**config.mk**
```make
export PLATFORM = sky130hd
export DESIGN_NAME = bht_port_scheduler
export DESIGN_NICKNAME = d
export VERILOG_FILES = /design/src/rtl/bht_port_scheduler_pkg.sv /design/src/rtl/bp_upd_fifo.sv /design/src/rtl/bht_port_scheduler.sv
export SDC_FILE = /design/constraint.sdc
export NUM_CORES = 1
export LEC_CHECK = 0
export BUFFER_PORTS_ARGS = -buffer_cell sky130_fd_sc_hd__buf_4
export CELL_PAD_IN_SITES_DETAIL_PLACEMENT = 1
export CELL_PAD_IN_SITES_GLOBAL_PLACEMENT = 2
export CORE_MARGIN = 3
export CORE_UTILIZATION = 35
export DETAILED_ROUTE_END_ITERATION = 10
export GPL_TIMING_DRIVEN = 0
export PLACE_DENSITY = 0.72
export SYNTH_ARGS = -nofsm -noshare
export SYNTH_HDL_FRONTEND = slang
export SYNTH_SLANG_ARGS = --single-unit
```
**constraint.sdc**
```tcl
create_clock -name clk -period 1.85 [get_ports clk]
set_clock_uncertainty 0.15 [all_clocks]
set_input_delay 0.0925 -clock clk [delete_from_list [all_inputs] [get_ports clk]]
set_output_delay 0.0925 -clock clk [all_outputs]
set_load 0.005 [all_outputs]
```
**src/rtl/bht_port_scheduler_pkg.sv**
```systemverilog
// Shared encodings and the saturating 2-bit counter update for the BHT port scheduler.
package bht_port_scheduler_pkg;

  typedef enum logic [1:0] {
    STRONG_NOT_JUMP = 2'd0,
    WEAK_NOT_JUMP   = 2'd1,
    WEAK_JUMP       = 2'd2,
    STRONG_JUMP     = 2'd3
  } ctr_e;

  typedef enum logic [1:0] {
    S_INIT   = 2'd0,
    S_IDLE   = 2'd1,
    S_UPD_WR = 2'd2
  } sched_state_e;

  function automatic logic [1:0] ctr_sat_upd(input logic [1:0] ctr, input logic taken);
    if (taken) return (ctr == STRONG_JUMP)     ? ctr : ctr + 2'd1;
    else       return (ctr == STRONG_NOT_JUMP) ? ctr : ctr - 2'd1;
  endfunction

endpackage

```
**src/rtl/bp_upd_fifo.sv**
```systemverilog
// Small FIFO of pending ROB counter updates; extra pointer bit separates full from empty.
module bp_upd_fifo #(
  parameter int QDEPTH = 4,
  parameter int DW     = 9
) (
  input  logic          clk,
  input  logic          rst_n,
  input  logic          push,
  input  logic [DW-1:0] din,
  input  logic          pop,
  output logic [DW-1:0] head,
  output logic          full,
  output logic          empty
);
  localparam int AW = $clog2(QDEPTH);

  logic [DW-1:0] mem [QDEPTH];
  logic [AW:0]   wp, rp;

  always_ff @(posedge clk or negedge rst_n) begin
    if (!rst_n) begin
      wp <= '0;
      rp <= '0;
    end else begin
      if (push) wp <= wp + 1'b1;
      if (pop)  rp <= rp + 1'b1;
    end
  end

  // Storage needs no reset: nothing is read until a push has landed.
  always_ff @(posedge clk) begin
    if (push) mem[wp[AW-1:0]] <= din;
  end

  assign head  = mem[rp[AW-1:0]];
  assign empty = (wp == rp);
  assign full  = (wp[AW] != rp[AW]) && (wp[AW-1:0] == rp[AW-1:0]);

endmodule

```
**src/rtl/bht_port_scheduler.sv**
```systemverilog
// Owns the single BHT port: init sweep, fetch lookups and 2-cycle RMW of queued ROB updates.
module bht_port_scheduler
  import bht_port_scheduler_pkg::*;
#(
  parameter int         IDX_W      = 8,
  parameter int         QDEPTH     = 4,
  parameter int         STARVE_MAX = 4,
  parameter logic [1:0] INIT_CTR   = 2'b01
) (
  input  logic             clk,
  input  logic             rst_n,
  input  logic             fch_req,
  input  logic [IDX_W-1:0] fch_idx,
  output logic             fch_gnt,
  output logic             fch_rsp_valid,
  output logic [1:0]       fch_rsp_ctr,
  output logic             fch_rsp_taken,
  input  logic             rob_upd_valid,
  input  logic [IDX_W-1:0] rob_upd_idx,
  input  logic             rob_upd_taken,
  output logic             rob_upd_ready,
  output logic             tbl_en,
  output logic             tbl_we,
  output logic [IDX_W-1:0] tbl_addr,
  output logic [1:0]       tbl_wdata,
  input  logic [1:0]       tbl_rdata,
  output logic             init_done
);
  localparam int             SW         = $clog2(STARVE_MAX + 1);
  localparam logic [SW-1:0]  STARVE_LIM = SW'(STARVE_MAX);

  typedef struct packed {
    logic             taken;
    logic [IDX_W-1:0] idx;
  } upd_t;

  sched_state_e     state, state_nxt;
  logic [IDX_W-1:0] init_ptr;
  logic [SW-1:0]    starve, starve_nxt;
  logic             rsp_vld;
  logic             full, empty, push, pop;
  logic [IDX_W:0]   head_raw;
  upd_t             head;
  logic             gnt, en, we;
  logic [IDX_W-1:0] addr;
  logic [1:0]       wdata;

  assign push = rob_upd_valid && rob_upd_ready;
  assign head = upd_t'(head_raw);

  bp_upd_fifo #(
    .QDEPTH (QDEPTH),
    .DW     (IDX_W + 1)
  ) u_fifo (
    .clk   (clk),
    .rst_n (rst_n),
    .push  (push),
    .din   ({rob_upd_taken, rob_upd_idx}),
    .pop   (pop),
    .head  (head_raw),
    .full  (full),
    .empty (empty)
  );

  always_ff @(posedge clk or negedge rst_n) begin
    if (!rst_n) begin
      state    <= S_INIT;
      init_ptr <= '0;
      starve   <= '0;
      rsp_vld  <= 1'b0;
    end else begin
      state   <= state_nxt;
      starve  <= starve_nxt;
      rsp_vld <= gnt;
      if (state == S_INIT) init_ptr <= init_ptr + 1'b1;
    end
  end

  always_comb begin
    state_nxt  = state;
    starve_nxt = starve;
    gnt        = 1'b0;
    en         = 1'b0;
    we         = 1'b0;
    addr       = '0;
    wdata      = '0;
    pop        = 1'b0;
    unique case (state)
      S_INIT: begin
        en    = 1'b1;
        we    = 1'b1;
        addr  = init_ptr;
        wdata = INIT_CTR;
        if (&init_ptr) state_nxt = S_IDLE;
      end
      S_IDLE: begin
        // Updates win when the queue is full, fetch is quiet, or fetch has had its quota.
        if (!empty && (full || !fch_req || starve == STARVE_LIM)) begin
          en         = 1'b1;
          addr       = head.idx;
          starve_nxt = '0;
          state_nxt  = S_UPD_WR;
        end else if (fch_req) begin
          gnt  = 1'b1;
          en   = 1'b1;
          addr = fch_idx;
          if (empty)                     starve_nxt = '0;
          else if (starve != STARVE_LIM) starve_nxt = starve + SW'(1);
        end
      end
      S_UPD_WR: begin
        en        = 1'b1;
        we        = 1'b1;
        addr      = head.idx;
        wdata     = ctr_sat_upd(tbl_rdata, head.taken);
        pop       = 1'b1;
        state_nxt = S_IDLE;
      end
      default: state_nxt = S_INIT;
    endcase
  end

  // Gate with rst_n so an asserted reset kills an in-flight write without waiting for a clock.
  assign fch_gnt       = rst_n && gnt;
  assign tbl_en        = rst_n && en;
  assign tbl_we        = rst_n && we;
  assign tbl_addr      = rst_n ? addr  : '0;
  assign tbl_wdata     = rst_n ? wdata : '0;
  assign rob_upd_ready = rst_n && !full;
  assign init_done     = rst_n && (state != S_INIT);
  assign fch_rsp_valid = rsp_vld;
  assign fch_rsp_ctr   = rsp_vld ? tbl_rdata : 2'b00;
  assign fch_rsp_taken = fch_rsp_ctr[1];

endmodule

```
# Word-level counts from Yosys, hierarchy flattened

Memory sizes are Yosys's and may differ from the RTL's.
Cells that the tools add are included.

Bits in registers: 20
Bits in writable memories: 36
Input bits: 23
Output and inout bits: 19
Logic and storage cells: 71
Memories: 1

Memory list:

| name       | words | bits a word | read ports | clocked after memory_dff | write ports | line              | RTL |
|---|---|---|---|---|---|---|---|
| u_fifo.mem | 4     | 9           | 1          | 0                        | 1           | bp_upd_fifo.sv:17 | `logic [DW-1:0] mem [QDEPTH];` |

$add $sub $neg: 6
Eq/ne operators: 10
Muxes and demuxes: 26
Reduce and logical (&&, ||, !) cells: 22

Operators by type and width:

| cell                | number |
|---|---|
| $mux 8              | 3 |
| $pmux 8 s3          | 1 |
| $mux 2              | 7 |
| $mux 3              | 4 |
| $add 3x1->3 const B | 3 |
| $add 8x1->8 const B | 1 |
| $logic_and 1x1->1   | 8 |
| $mux 1              | 8 |
| $reduce_and 8->1    | 1 |
| $pmux 2 s3          | 1 |
| $eq 2x2->1 const B  | 2 |
| $logic_not 2->1     | 2 |
| $pmux 2 s2          | 1 |
| $reduce_bool 2->1   | 2 |
| $eq 3x3->1          | 1 |
| $eq 3x3->1 const B  | 1 |
| $logic_not 1->1     | 3 |
| $ne 3x3->1 const B  | 1 |
| $reduce_and 3->1    | 1 |
| $reduce_bool 3->1   | 1 |
| $add 2x1->2 const B | 1 |
| $eq 2x1->1 const B  | 1 |
| $eq 2x2->1          | 1 |
| $logic_or 1x1->1    | 2 |
| other kinds (7)     | 7 |

# Depth between registers and ports, before layout

Gate-level depths: netlist (run 1).

Word-level depth: 8
Depth in mapped cells: 6

# Cells and area by module

Synthesis (run 1) repeated with hierarchy kept, for this count alone.

Cells, all modules: 199
Area, all modules: 2,802.7 um^2

Modules (own cells, without submodules):

| module             | times used | cells each | area each (um^2) | sequential area each (um^2) |
|---|---|---|---|---|
| bp_upd_fifo        | 1          | 77         | 1,646.6          | 1,231.2 |
| bht_port_scheduler | 1          | 122        | 1,156.1          | 350.3 |

# Worst setup path after synthesis (run 1)

OpenSTA, ideal clock, no wires.

Kind: flip-flop to flip-flop
Start point: register u_fifo.wp[0]
End point: memory u_fifo.mem[3][0] (enable)
Data arrival time: 1,354 ps
Data required time: 1,355 ps
Slack: 1 ps
Cell stages (with the launch flop): 4
Path buffers: 0
Clock period less this slack: 1,849 ps
Path through: dfrtp_1 > xor2_1 > o311a_1 > and2_1

Word-level cells in the longest chain between the ends: 7

RTL lines:

| what                         | line                      | RTL |
|---|---|---|
| start: declaration           | bp_upd_fifo.sv:18         | `logic [AW:0] wp, rp;` |
| start signal: assignment     | bp_upd_fifo.sv:25         | `if (push) wp <= wp + 1'b1;` |
| $eq 2x2->1                   | bp_upd_fifo.sv:37         | `assign full = (wp[AW] != rp[AW]) && (wp[AW-1:0] == rp[AW-1:0]);` |
| $logic_and 1x1->1            | bp_upd_fifo.sv:37         |  |
| $logic_not 1->1              | bht_port_scheduler.sv:129 | `assign rob_upd_ready = rst_n && !full;` |
| $logic_and 1x1->1            | bht_port_scheduler.sv:129 |  |
| $logic_and 1x1->1            | bht_port_scheduler.sv:48  | `assign push = rob_upd_valid && rob_upd_ready;` |
| $mux 1                       | bp_upd_fifo.sv:32         | `if (push) mem[wp[AW-1:0]] <= din;` |
| $mux 1 (implied by the code) | bp_upd_fifo.sv:32         |  |
| end: declaration             | bp_upd_fifo.sv:17         |  |

Parallel ways exist; a longest one is shown, timed or not.

# Worst setup path after layout (run 1)

Start point: register u_fifo.rp[0]
End point: output port tbl_wdata[0]

Word-level cells in the longest chain between the ends: 4

RTL lines:

| what                     | line                         | RTL |
|---|---|---|
| start: declaration       | bp_upd_fifo.sv:18            |  |
| start signal: assignment | bp_upd_fifo.sv:26            | `if (pop) rp <= rp + 1'b1;` |
| $mem_v2 4x9              | n/a                          |  |
| $mux 2                   | bht_port_scheduler_pkg.sv:18 | `if (taken) return (ctr == STRONG_JUMP) ? ctr : ctr + 2'd1;` |
| $pmux 2 s2               | bht_port_scheduler.sv:88     | `unique case (state)` |
| $mux 2                   | bht_port_scheduler.sv:128    | `assign tbl_wdata = rst_n ? wdata : '0;` |
| end: declaration         | bht_port_scheduler.sv:25     | `output logic [1:0] tbl_wdata,` |

No other way between the ends.

==> results by group, run 1 <==
Power
  • Sw Ratio: 37.8%
  • Clk pwr share: 13.1%
  • Worst IR Drop VDD: 505 uV
  • Internal power: 0.00334 W
  • Power share of the sequential group: 36.8%
  • Gate power share: 50.1%
  • Leakage power: 1.49 nW
  • Power Density: 1470 mW/mm^2
  • Net Switching: 0.00203 W

Outcome
  • Outcome: finished, violations left
  • Failing checks: negative setup slack

Worst setup path
  • Critical path peak fanout: 5
  • Critical-path cell list: buf_8, mux4_2, maj3_2, o21a_1, buf_4
  • FF-to-FF path depth: 6
  • Reg2reg setup slack: -0.13 ns
  • Worst endpoint data arrival time: 2.00 ns
  • Crit Path Class: reg2out
  • Crit path max-delay family: multiplexers
  • Worst Path Required: 1.61 ns
  • CP bufs+invs: 2
  • Slowest stage cell, crit path: mux4_2
  • Reg-to-Reg End: u_fifo.wp[2]
  • Start of the worst register-to-register path: u_fifo.rp[0]
  • Critical Path Sink Type: output port
  • Max stage delay on crit path: 0.54 ns
  • Setup crit start kind: flop

Placement
  • # port buffers: 41
  • HPWL Detailed: 4150 um
  • Post-DP Area: 0.00314 mm^2
  • Placed Cells: 337
  • Placer Congestion: 0.679
  • Setup slack at placement: -0.398 ns

Logic synthesis
  • Yosys cell types: 42
  • Commonest cells post-synth: 36 x edfxtp_1, 20 x dfrtp_1, 19 x inv_1
  • Warnings from Yosys: 0
  • Seq/Total Area, Yosys: 58.4%
  • Synth top area share: 39.9%
  • Post-Synth Adder-Cell Area: 4.11%
  • Synthesized area: 0.00271 mm^2
  • Gate Count Post-Synth: 197
  • Post-synth EDFFs: 36
  • Async set-reset flop share out of synthesis: 35.7%
  • Mux contribution to synthesized area: 10.2%
  • Top-count cell post-synth: edfxtp_1
  • XOR/XNOR Fraction of Synth Area: 5.50%
  • Synth Area in Simple Gates: 9.66%
  • Compound-Gate Fraction of Synth Area: 8.41%
  • Main combinational cell family by area after synthesis: multiplexers
  • Primary FF master, synth: edfxtp_1
  • Synth area leaders: edfxtp_1 40%, dfrtp_1 18%, mux4_1 7.8%
  • Mapped Nets: 228
  • Seq cells post-synth: 56
  • Syn avg cell area: 13.7 um^2
  • Synth area leader: edfxtp_1

Timing
  • Final setup violation count: 50
  • Headroom to the max-slew limit: 35.7%
  • Final WS setup: -0.397 ns
  • Post-route clock period utilization: 121%
  • Min Hold Slack: 0.0400 ns
  • Post-layout minimum cycle time: 2.25 ns
  • RSZ-0062 raised after global routing: yes
  • Hold Vio Cnt, Final: 0
  • Max Clk Rate: 445 MHz
  • Worst slew pin tran: 0.961 ns
  • Max Slew Vio Count: 0

Layout
  • Filler Cell Count: 763
  • Layout cells sized above 1: 37.2%
  • Nets: 299
  • Register area: 0.00159 mm^2
  • Finished Layout Cells: 368
  • Area taken by multi-input logic gates: 0.00121 mm^2
  • Design Area, Final: 0.00365 mm^2
  • Layout Utilization: 49.5%
  • Diodes inserted: 0
  • P&R area growth vs syn: 34.9%

Clock network
  • CTS tree: built
  • Clk_lat worst skew: 0.31 ns
  • H-tree depth: 2
  • Clock root cell: clkbuf_8
  • CTS Buf Count: 5
  • Sink Count: 56
  • Longest Clk Path Bufs: 2
  • Clock transition at path regs: 0.10 ns

Die
  • Die height: 93.9 um
  • Die ar.: 0.00882 mm^2
  • Starting Density: 36.7%
  • # rows: 31
  • Core Area: 0.00737 mm^2
  • Io pins: 42
  • Die Span X: 93.9 um

Min path
  • Worst min-delay path category: in2reg
  • HP Start: rob_upd_valid
  • Worst Hold Depth: 3
  • Hold EP: u_fifo.wp[0]

Routing
  • Routed WL: 5910 um
  • Metal-1 WL: 2610 um
  • Vias: 1,798
  • Routed wl met2: 3040 um
  • DR WL/cell: 16.1 um
  • WL met3: 222 um
  • Vias/cell: 4.89
  • 1st-pass router iterations: 4
  • Final ANT Viol Nets: 0
  • DRC Markers: 0
  • DR top layer: met4
  • Iter 0 DRT Violations: 39

Run
  • Max_cap viols: 0

GRT
  • Initial antenna violation count: 0
  • Total Routing Usage GR: 14.3%
  • Gr ovfl total: 0
  • First-pass GRT wire length: 9760 um
  • Vias in the first global route: 1,888
  • Largest net degree at the start of global routing: 21
## flip-flops by register name, summed over array words and instances (netlist names)
signal and count:
fch_rsp_valid 1, init_ptr 8, starve 3, state 2
u_fifo.mem 36, u_fifo.rp 3, u_fifo.wp 3
## layer usage
metal / global-route usage [%] / up-vias
met1: 18.4 / 891
met5: 0 / -
met2: 25.1 / 35
li1: - / 868
met3: 2.80 / 4
met4: 2.53 / 0
## power groups by stage
stage               registers (W)  logic, W  clock network, W
finish                    0.00198   0.00269          0.000702
detailed placement        0.00194   0.00194                 0
global placement          0.00192   0.00190                 0
global route              0.00203   0.00299          0.000782
CTS                       0.00198   0.00243          0.000729
floorplan                 0.00185   0.00132                 0
## stage by stage
step	total power, W	TNS (ns)
floorplan	0.00317	0
global placement	0.00382	-14.58
detailed placement	0.00388	-15.64
CTS	0.00513	-6.19
global route	0.00580	-10.34
finish	0.00537	-7.46
## worst reg2reg max path, stage by stage (launching register included)
cell,delay [ns]
dfrtp_2,0.45
buf_12,0.15
xor2_4,0.19
buf_4,0.16
o311a_4,0.39
and2_4,0.23
xor2_1,0.15
## how the worst max path moves through the flow
stage | to | start | depth (start not counted)
floorplan | u_fifo.mem[3][0] | u_fifo.wp[0] | 3
global placement | u_fifo.mem[3][3] | u_fifo.wp[0] | 3
detailed placement | u_fifo.mem[3][7] | u_fifo.wp[0] | 3
CTS | tbl_wdata[0] | u_fifo.rp[0] | 5
global route | tbl_addr[7] | u_fifo.wp[1] | 5
finish | tbl_wdata[0] | u_fifo.rp[0] | 5
## area by class of cell
cell class / instances / share of cell area [%]
Multi-Input combinational cell: 118 / 33.2
Timing Repair Buffer: 64 / 14.5
Sequential cell: 56 / 43.5
Inverter: 19 / 1.95
Tap cell: 99 / 3.39
Clock buffer: 5 / 1.88
Clock inverter: 3 / 0.685
Buffer: 4 / 0.960
## repair_timing
item | CTS | global route
pin swaps | 5 | 4
buffers inserted | 6 | 6
resized for setup | 33 | 14
hold endpoints to repair | 58 | 0
hold buffers | 11 | 0
setup endpoints to repair | 49 | 56
## cells by family (layout without fill, tap and decap cells)
family	Yosys count	in the layout
simple gates	51	51
fa+ha+maj	9	9
buf+inv	23	95
xor+xnor	17	17
mux	13	13
compound gates	28	28
flops	56	56
## cell usage in the layout, fill, tap and decap left out, drive strengths merged, types with 4 or more instances in the layout
cell	Yosys	final
clkbuf	0	5
dlygate4sd3	0	11
nor2	5	5
buf	4	57
nand4	5	5
inv	19	21
o211ai	4	4
xnor2	9	9
dfrtp	20	20
xor2	8	8
o221ai	6	6
nand3	4	4
and2	10	10
mux4	9	9
ha	8	8
nand2	15	15
edfxtp	36	36
Note: power is estimated with default switching activity, not from simulation.
==> run 2, diff against run 1 <==
--- a/config.mk
+++ b/config.mk
@@ -9,10 +9,11 @@
 export CELL_PAD_IN_SITES_DETAIL_PLACEMENT = 1
 export CELL_PAD_IN_SITES_GLOBAL_PLACEMENT = 2
 export CORE_MARGIN = 3
-export CORE_UTILIZATION = 35
+export CORE_UTILIZATION = 36
 export DETAILED_ROUTE_END_ITERATION = 10
 export GPL_TIMING_DRIVEN = 0
-export PLACE_DENSITY = 0.72
+export PLACE_DENSITY = 0.73
 export SYNTH_ARGS = -nofsm -noshare
 export SYNTH_HDL_FRONTEND = slang
+export SYNTH_HIERARCHICAL = 1
 export SYNTH_SLANG_ARGS = --single-unit
==> run 2 against run 1 <==
Effect of this change:
- the run still ends with negative setup slack left
- fmax decreased by 6.8%
- worst setup slack got worse by 0.16 ns
- area after synthesis increased by 3.6%
- critical path depth increased by 4
- largest cell class unchanged
- largest power group unchanged
==> results by group, run 2 <==
Logic synthesis
  • Synth area leaders: edfxtp_1 39%, dfrtp_1 18%, mux4_2 6.4%
  • Commonest cells post-synth: 36 x edfxtp_1, 20 x dfrtp_1, 12 x nand3_1
  • Async set-reset flop share out of synthesis: 35.7% (unchanged)
  • Top-count cell post-synth: edfxtp_1
  • Seq/Total Area, Yosys: 56.4% (-2.0 points)
  • Gate Count Post-Synth: 199 (+1.0%)
  • Warnings from Yosys: 6 (+6)
  • Synth area leader: edfxtp_1
  • Syn avg cell area: 14.1 um^2 (+2.5%)
  • Synthesized area: 0.00280 mm^2 (+3.6%)
  • Seq cells post-synth: 56 (unchanged)
  • Primary FF master, synth: edfxtp_1
  • Yosys cell types: 41 (-2.4%)
  • Post-synth EDFFs: 36 (unchanged)
  • Mapped Nets: 230 (+0.88%)
  • Synth top area share: 38.6% (-1.4 points)

Min path
  • Hold EP: u_fifo/wp[0]
  • HP Start: rob_upd_valid
  • Worst Hold Depth: 4 (+1)
  • Worst min-delay path category: in2reg

Timing
  • Max Slew Vio Count: 0 (unchanged)
  • Hold Vio Cnt, Final: 0 (unchanged)
  • RSZ-0062 raised after global routing: yes
  • Headroom to the max-slew limit: 35.1% (-0.60 points)
  • Final setup violation count: 53 (+6.0%)
  • Post-layout minimum cycle time: 2.41 ns (+0.163 ns)
  • Final WS setup: -0.561 ns (-0.163 ns)
  • Worst slew pin tran: 0.970 ns (+0.00903 ns)
  • Max Clk Rate: 415 MHz (-6.8%)
  • Post-route clock period utilization: 130% (+8.8 points)
  • Setup TNS Final: -9.90 ns (-2.44 ns)
  • Min Hold Slack: 0.0386 ns (-0.00136 ns)

Power
  • Power Density: 1550 mW/mm^2 (+5.5%)
  • Worst IR Drop VDD: 608 uV (+21%)
  • Net Switching: 0.00214 W (+5.1%)
  • Gate power share: 56.5% (+6.4 points)
  • Clk pwr share: 11.6% (-1.5 points)
  • Power share of the sequential group: 31.9% (-4.9 points)
  • Leakage power: 1.53 nW (+2.2%)
  • Sw Ratio: 36.5% (-1.3 points)
  • Internal power: 0.00372 W (+11%)

Worst setup path
  • Reg-to-Reg End: u_fifo/mem[1][5]
  • Crit Path Class: reg2out
  • Max stage delay on crit path: 0.43 ns (-0.11 ns)
  • Critical Path Sink Type: output port
  • Start of the worst register-to-register path: u_fifo/rp[0]
  • Worst Path Required: 1.61 ns (about the same)
  • Setup crit start kind: flop
  • Slowest stage cell, crit path: dfrtp_1
  • Critical path peak fanout: 8 (+3)
  • Crit path top cell by count: buf_12
  • Reg2reg setup slack: -0.12 ns (about the same)
  • Critical Path Start: u_fifo/rp[0]
  • Critical-path cell list: buf_12, xor2_4, nor3b_4, a31oi_4, buf_12, buf_6, and3_2, o21a_1, buf_4
  • Worst endpoint data arrival time: 2.17 ns (+0.17 ns)
  • FF-to-FF path depth: 7 (+1)

Die
  • Core Area: 0.00741 mm^2 (+0.53%)
  • Die Span X: 94.2 um (+0.32%)
  • # rows: 31 (unchanged)
  • Io pins: 42 (unchanged)
  • Starting Density: 37.8% (+1.1 points)
  • Die ar.: 0.00888 mm^2 (+0.64%)
  • Die height: 94.2 um (+0.32%)

GRT
  • Gr ovfl total: 0 (unchanged)
  • Vias in the first global route: 2,014 (+6.7%)
  • First-pass GRT wire length: 10,900 um (+12%)
  • Initial antenna violation count: 0 (unchanged)
  • Largest net degree at the start of global routing: 21 (unchanged)
  • Total Routing Usage GR: 16.3% (+2.0 points)

Outcome
  • Outcome: finished, violations left
  • Failing checks: negative setup slack

Routing
  • Vias/cell: 4.99 (+2.2%)
  • Iter 0 DRT Violations: 71 (+82%)
  • Final ANT Viol Nets: 0 (unchanged)
  • Routed WL: 6880 um (+17%)
  • Vias: 1,883 (+4.7%)
  • DR WL/cell: 18.3 um (+14%)
  • 1st-pass router iterations: 3 (-1)
  • DRC Markers: 0 (unchanged)

Layout
  • Largest register FFs: 36 (unchanged)
  • Nets: 308 (+3.0%)
  • Layout Utilization: 50.9% (+1.3 points)
  • P&R area growth vs syn: 34.5%
  • Area taken by multi-input logic gates: 0.00126 mm^2 (+3.7%)
  • Layout cells sized above 1: 45.0% (+7.8 points)
  • Design Area, Final: 0.00377 mm^2 (+3.3%)
  • Filler Cell Count: 757 (-0.79%)
  • Most frequent cells in the layout: 48 x buf_4, 36 x edfxtp_1, 20 x dfrtp_1
  • Commonest non-fill, non-tap cell in the layout: buf_4
  • Register area: 0.00158 mm^2 (-0.32%)
  • Diodes inserted: 0 (unchanged)

Clock network
  • Clock transition at path regs: 0.11 ns (about the same)
  • CTS tree: built
  • H-tree depth: 2 (unchanged)
  • CTS Buf Count: 5 (unchanged)
  • Longest Clk Path Bufs: 2 (unchanged)
  • Sink Count: 56 (unchanged)
  • Clk_lat worst skew: 0.30 ns (about the same)
  • Clock root cell: clkbuf_8

Placement
  • Post-DP Area: 0.00326 mm^2 (+4.0%)
  • HPWL Detailed: 4470 um (+7.8%)
  • # port buffers: 41 (unchanged)
  • Placer Congestion: 0.735 (+8.2%)

Run
  • Max_cap viols: 0 (unchanged)
-- run 2: changes by cell type after synthesis, moves of 7 or more --
cell     previous run  this run
mux4_1              8         1
and3_2              0         8
nand3_1             4        12
mux4_2              1         8
o22ai_1             0         8
o21a_1              2         9
nand2_1            15         6
inv_1              19         6
-- run 2: worst max-delay path by stage --
stage	to	cells past startpoint	slack, ns
CTS	tbl_addr[4]	9	-0.61
global route	tbl_addr[4]	10	-0.66
global placement	tbl_addr[4]	9	-0.38
detailed placement	tbl_addr[4]	9	-0.37
floorplan	u_fifo/mem[3][0]	6	0.02
finish	tbl_addr[2]	9	-0.56
-- run 2: critical path, delay by kind of cell, from the launching register on --
kind / cells / cell delay (ns)
buf+inv: 4 / 0.55
flops: 1 / 0.43
compound gates: 2 / 0.24
simple gates: 2 / 0.46
xor+xnor: 1 / 0.18
-- run 2: repair_timing --
item | in CTS | in global routing
endpoints found under the hold margin | 56 | 0
gates resized for setup | 22 | 15
gates cloned | 6 | 1
setup endpoints to repair | 54 | 58
hold buffers | 10 | 0
pin swaps | 11 | 7
setup buffers | 10 | 4
-- run 2: cell type report --
cell class                      count  share of cell area, %
Buffer                             11                   2.66
Clock buffer                        5                   1.83
Clock inverter                      3                  0.597
Inverter                            6                  0.597
Multi-Input combinational cell    131                   33.4
Sequential cell                    56                   42.0
Tap cell                           99                   3.29
Timing Repair Buffer               66                   15.7
-- run 2: cell families after synthesis --
| kind of cell | after synthesis | synth area share [%] |
|---|---|---|
| xor+xnor | 14 | 4.38 |
| buf+inv | 17 | 3.93 |
| flops | 56 | 56.4 |
| simple gates | 55 | 12.2 |
| fa+ha+maj | 9 | 3.93 |
| compound gates | 28 | 7.72 |
| mux | 20 | 11.4 |
-- run 2: metal layers --
layer | up-vias | wire length, um | global-route usage [%]
li1 | 894 | - | -
met1 | 952 | 3130 | 22.2
met2 | 35 | 3520 | 28.0
met3 | 2 | 209 | 2.08
met4 | 0 | 31 | 2.89
met5 | - | 0 | 0
-- run 2: power groups by stage --
| stage | sequential, W | clock (W) | combinational (W) |
|---|---|---|---|
| 2_1_floorplan | 0.00182 | 0 | 0.00169 |
| 3_3_place_gp | 0.00187 | 0 | 0.00234 |
| 3_5_place_dp | 0.00188 | 0 | 0.00239 |
| 4_1_cts | 0.00187 | 0.000699 | 0.00297 |
| 5_1_grt | 0.00191 | 0.000755 | 0.00359 |
| 6_report | 0.00186 | 0.000681 | 0.00331 |
-- run 2: metrics by stage --
stage / setup slack, ns / instances / power [W]
finish: -0.561 / 377 / 0.00585
detailed placement: -0.373 / 339 / 0.00427
global route: -0.657 / 377 / 0.00625
CTS: -0.606 / 373 / 0.00553
global placement: -0.376 / 339 / 0.00421
floorplan: 0.0237 / 199 / 0.00351
==> run 3, diff against run 2 <==
--- a/config.mk
+++ b/config.mk
@@ -9,10 +9,10 @@
 export CELL_PAD_IN_SITES_DETAIL_PLACEMENT = 1
 export CELL_PAD_IN_SITES_GLOBAL_PLACEMENT = 2
 export CORE_MARGIN = 3
-export CORE_UTILIZATION = 36
+export CORE_UTILIZATION = 30
 export DETAILED_ROUTE_END_ITERATION = 10
 export GPL_TIMING_DRIVEN = 0
-export PLACE_DENSITY = 0.73
+export PLACE_DENSITY = 0.62
 export SYNTH_ARGS = -nofsm -noshare
 export SYNTH_HDL_FRONTEND = slang
 export SYNTH_HIERARCHICAL = 1
==> run 3 against run 2 <==
Effect of this change:
- highest routed layer unchanged
- the flow still finishes with violations (negative setup slack)
- count of clock-buffer cells in the layout stayed put
- global-route usage is 3.6 points lower
- first-iteration DRC count is 59% lower
- clock power is 5.6% higher
==> results by group, run 3 (synthesized netlist as in run 2, its figures left out) <==
Outcome
  • Outcome: finished, violations left
  • Failing checks: negative setup slack

GRT
  • Initial antenna violation count: 0 (unchanged)
  • Total Routing Usage GR: 12.6% (-3.6 points)
  • Largest net degree at the start of global routing: 21 (unchanged)
  • First-pass GRT wire length: 10,100 um (-7.5%)
  • Gr ovfl total: 0 (unchanged)
  • Vias in the first global route: 1,923 (-4.5%)

Layout
  • Filler Cell Count: 942 (+24%)
  • Commonest non-fill, non-tap cell in the layout: buf_4
  • Design Area, Final: 0.00376 mm^2 (-0.17%)
  • Nets: 308 (unchanged)
  • Largest register FFs: 36 (unchanged)
  • Most frequent cells in the layout: 48 x buf_4, 36 x edfxtp_1, 19 x dfrtp_1
  • Diodes inserted: 0 (unchanged)
  • Finished Layout Cells: 386 (+2.4%)
  • Layout cells sized above 1: 45.3% (+0.36 points)
  • P&R area growth vs syn: 34.3%

Timing
  • Max Clk Rate: 403 MHz (-2.9%)
  • Worst slew pin tran: 1.03 ns (+0.0644 ns)
  • Post-layout minimum cycle time: 2.48 ns (+0.0713 ns)
  • Max Slew Vio Count: 0 (unchanged)
  • Hold Vio Cnt, Final: 0 (unchanged)
  • Headroom to the max-slew limit: 30.8% (-4.3 points)
  • Post-route clock period utilization: 134% (+3.9 points)
  • RSZ-0062 raised after global routing: yes
  • Final setup violation count: 53 (unchanged)
  • Final WS setup: -0.632 ns (-0.0713 ns)

Clock network
  • CTS tree: built
  • Sink Count: 56 (unchanged)
  • Clock transition at path regs: 0.10 ns (about the same)
  • H-tree depth: 2 (unchanged)
  • Clk_lat worst skew: 0.31 ns (about the same)
  • Clock root cell: clkbuf_8
  • Longest Clk Path Bufs: 2 (unchanged)
  • CTS Buf Count: 5 (unchanged)

Die
  • # rows: 34 (+9.7%)
  • Die Span X: 103 um (+8.9%)
  • Die ar.: 0.0105 mm^2 (+19%)
  • Core Area: 0.00889 mm^2 (+20%)
  • Io pins: 42 (unchanged)
  • Die height: 103 um (+8.9%)
  • Starting Density: 31.5% (-6.3 points)

Routing
  • Vias/cell: 4.85 (-2.9%)
  • 1st-pass router iterations: 4 (+1)
  • Vias: 1,873 (-0.53%)
  • DR WL/cell: 17.7 um (-3.2%)
  • Iter 0 DRT Violations: 29 (-59%)
  • DRC Markers: 0 (unchanged)
  • Routed WL: 6830 um (-0.84%)
  • Final ANT Viol Nets: 0 (unchanged)

Worst setup path
  • Worst Path Required: 1.61 ns (about the same)
  • Setup crit start kind: flop
  • Critical Path Sink Type: output port
  • Crit Path Class: reg2out
  • Critical path peak fanout: 6 (-2)
  • Worst endpoint data arrival time: 2.24 ns (+0.07 ns)

Power
  • Gate power share: 54.8% (-1.7 points)
  • Worst IR Drop VDD: 534 uV (-12%)
  • Net Switching: 0.00213 W (-0.32%)
  • Clk pwr share: 12.6% (+1.0 points)
  • Leakage power: 1.52 nW (-0.36%)
  • Sw Ratio: 37.3% (+0.79 points)
  • Power share of the sequential group: 32.6% (+0.7 points)
  • Power Density: 1520 mW/mm^2 (-2.3%)
  • Internal power: 0.00358 W (-3.6%)
  • Pwr Total: 0.00571 W (-2.4%)

Placement
  • HPWL Detailed: 4410 um (-1.4%)
  • # port buffers: 41 (unchanged)
  • Post-DP Area: 0.00328 mm^2 (+0.34%)
  • Placed Cells: 348 (+2.7%)
  • Placer Congestion: 0.717 (-2.3%)

Run
  • Max_cap viols: 0 (unchanged)

Min path
  • Worst min-delay path category: in2reg
run 3: per-layer routing:
layer  vias up  GRT usage [%]  wire, um  share of wire [%]
li1        898              -         -                  -
met4         0           3.53        38               0.56
met1       929           17.0      3160                 46
met5         -              0         0                  0
met3         4           1.83       259                3.8
met2        42           21.4      3360                 49
run 3: power groups by stage:
stage          Combinational (W)  Sequential [W]  Clock, W
2_1_floorplan            0.00169         0.00182         0
3_3_place_gp             0.00237         0.00188         0
3_5_place_dp             0.00239         0.00188         0
4_1_cts                  0.00281         0.00186  0.000756
5_1_grt                  0.00341         0.00190  0.000802
6_report                 0.00313         0.00186  0.000719
run 3: final timing paths:
check	slack [ns]	depth (start not counted)	from	to
max	-0.63	9	u_fifo/rp[0]	tbl_addr[3]
min	0.08	3	fch_req	fch_rsp_valid
max reg2reg	-0.23	10	u_fifo/rp[0]	state[0]
min reg2reg	0.35	1	u_fifo/wp[2]	u_fifo/wp[2]
max in group asynchronous	0.43	2	rst_n	u_fifo/wp[0]
min in group asynchronous	0.42	2	rst_n	init_ptr[0]
run 3: what timing repair did:
item | CTS | global route
hold buffers | 11 | 0
setup buffers | 8 | 6
endpoints found under the hold margin | 58 | 0
cloned | 1 | 5
pin swaps | 3 | 10
endpoints found under the setup margin | 54 | 57
resized for setup | 15 | 26
run 3: area by class of cell:
type                    instances  area (um^2)  area share (%)
well taps                     108          135            3.59
inverters                       6         22.5           0.598
multi-input cells             131         1270            33.7
clock buffers                   5         68.8            1.83
repair buffers                 66          561            14.9
plain buffers                  11         96.3            2.56
clock inverters                 3         28.8           0.765
flip-flops and latches         56         1580            42.1
run 3: critical path, cell delays in order, from the launching register on:
cell and delay (ns):
dfrtp_1 0.43, buf_12 0.15, xor2_4 0.18, nor3_2 0.23, inv_2 0.08, a31oi_4 0.28, buf_6 0.18, o22ai_2 0.07
o21a_1 0.20, buf_4 0.13
run 3: stage by stage:
stage	setup TNS [ns]	hold slack, ns	util (%)	setup WS [ns]
after floorplan	0	-0.353	-	0.0237
after global placement	-8.29	-0.129	36.8	-0.401
after detailed placement	-8.93	-0.129	36.8	-0.411
after CTS	-14.65	0.0533	40.5	-0.640
after global routing	-14.20	0.102	42.3	-0.723
final	-10.14	0.0811	42.3	-0.632
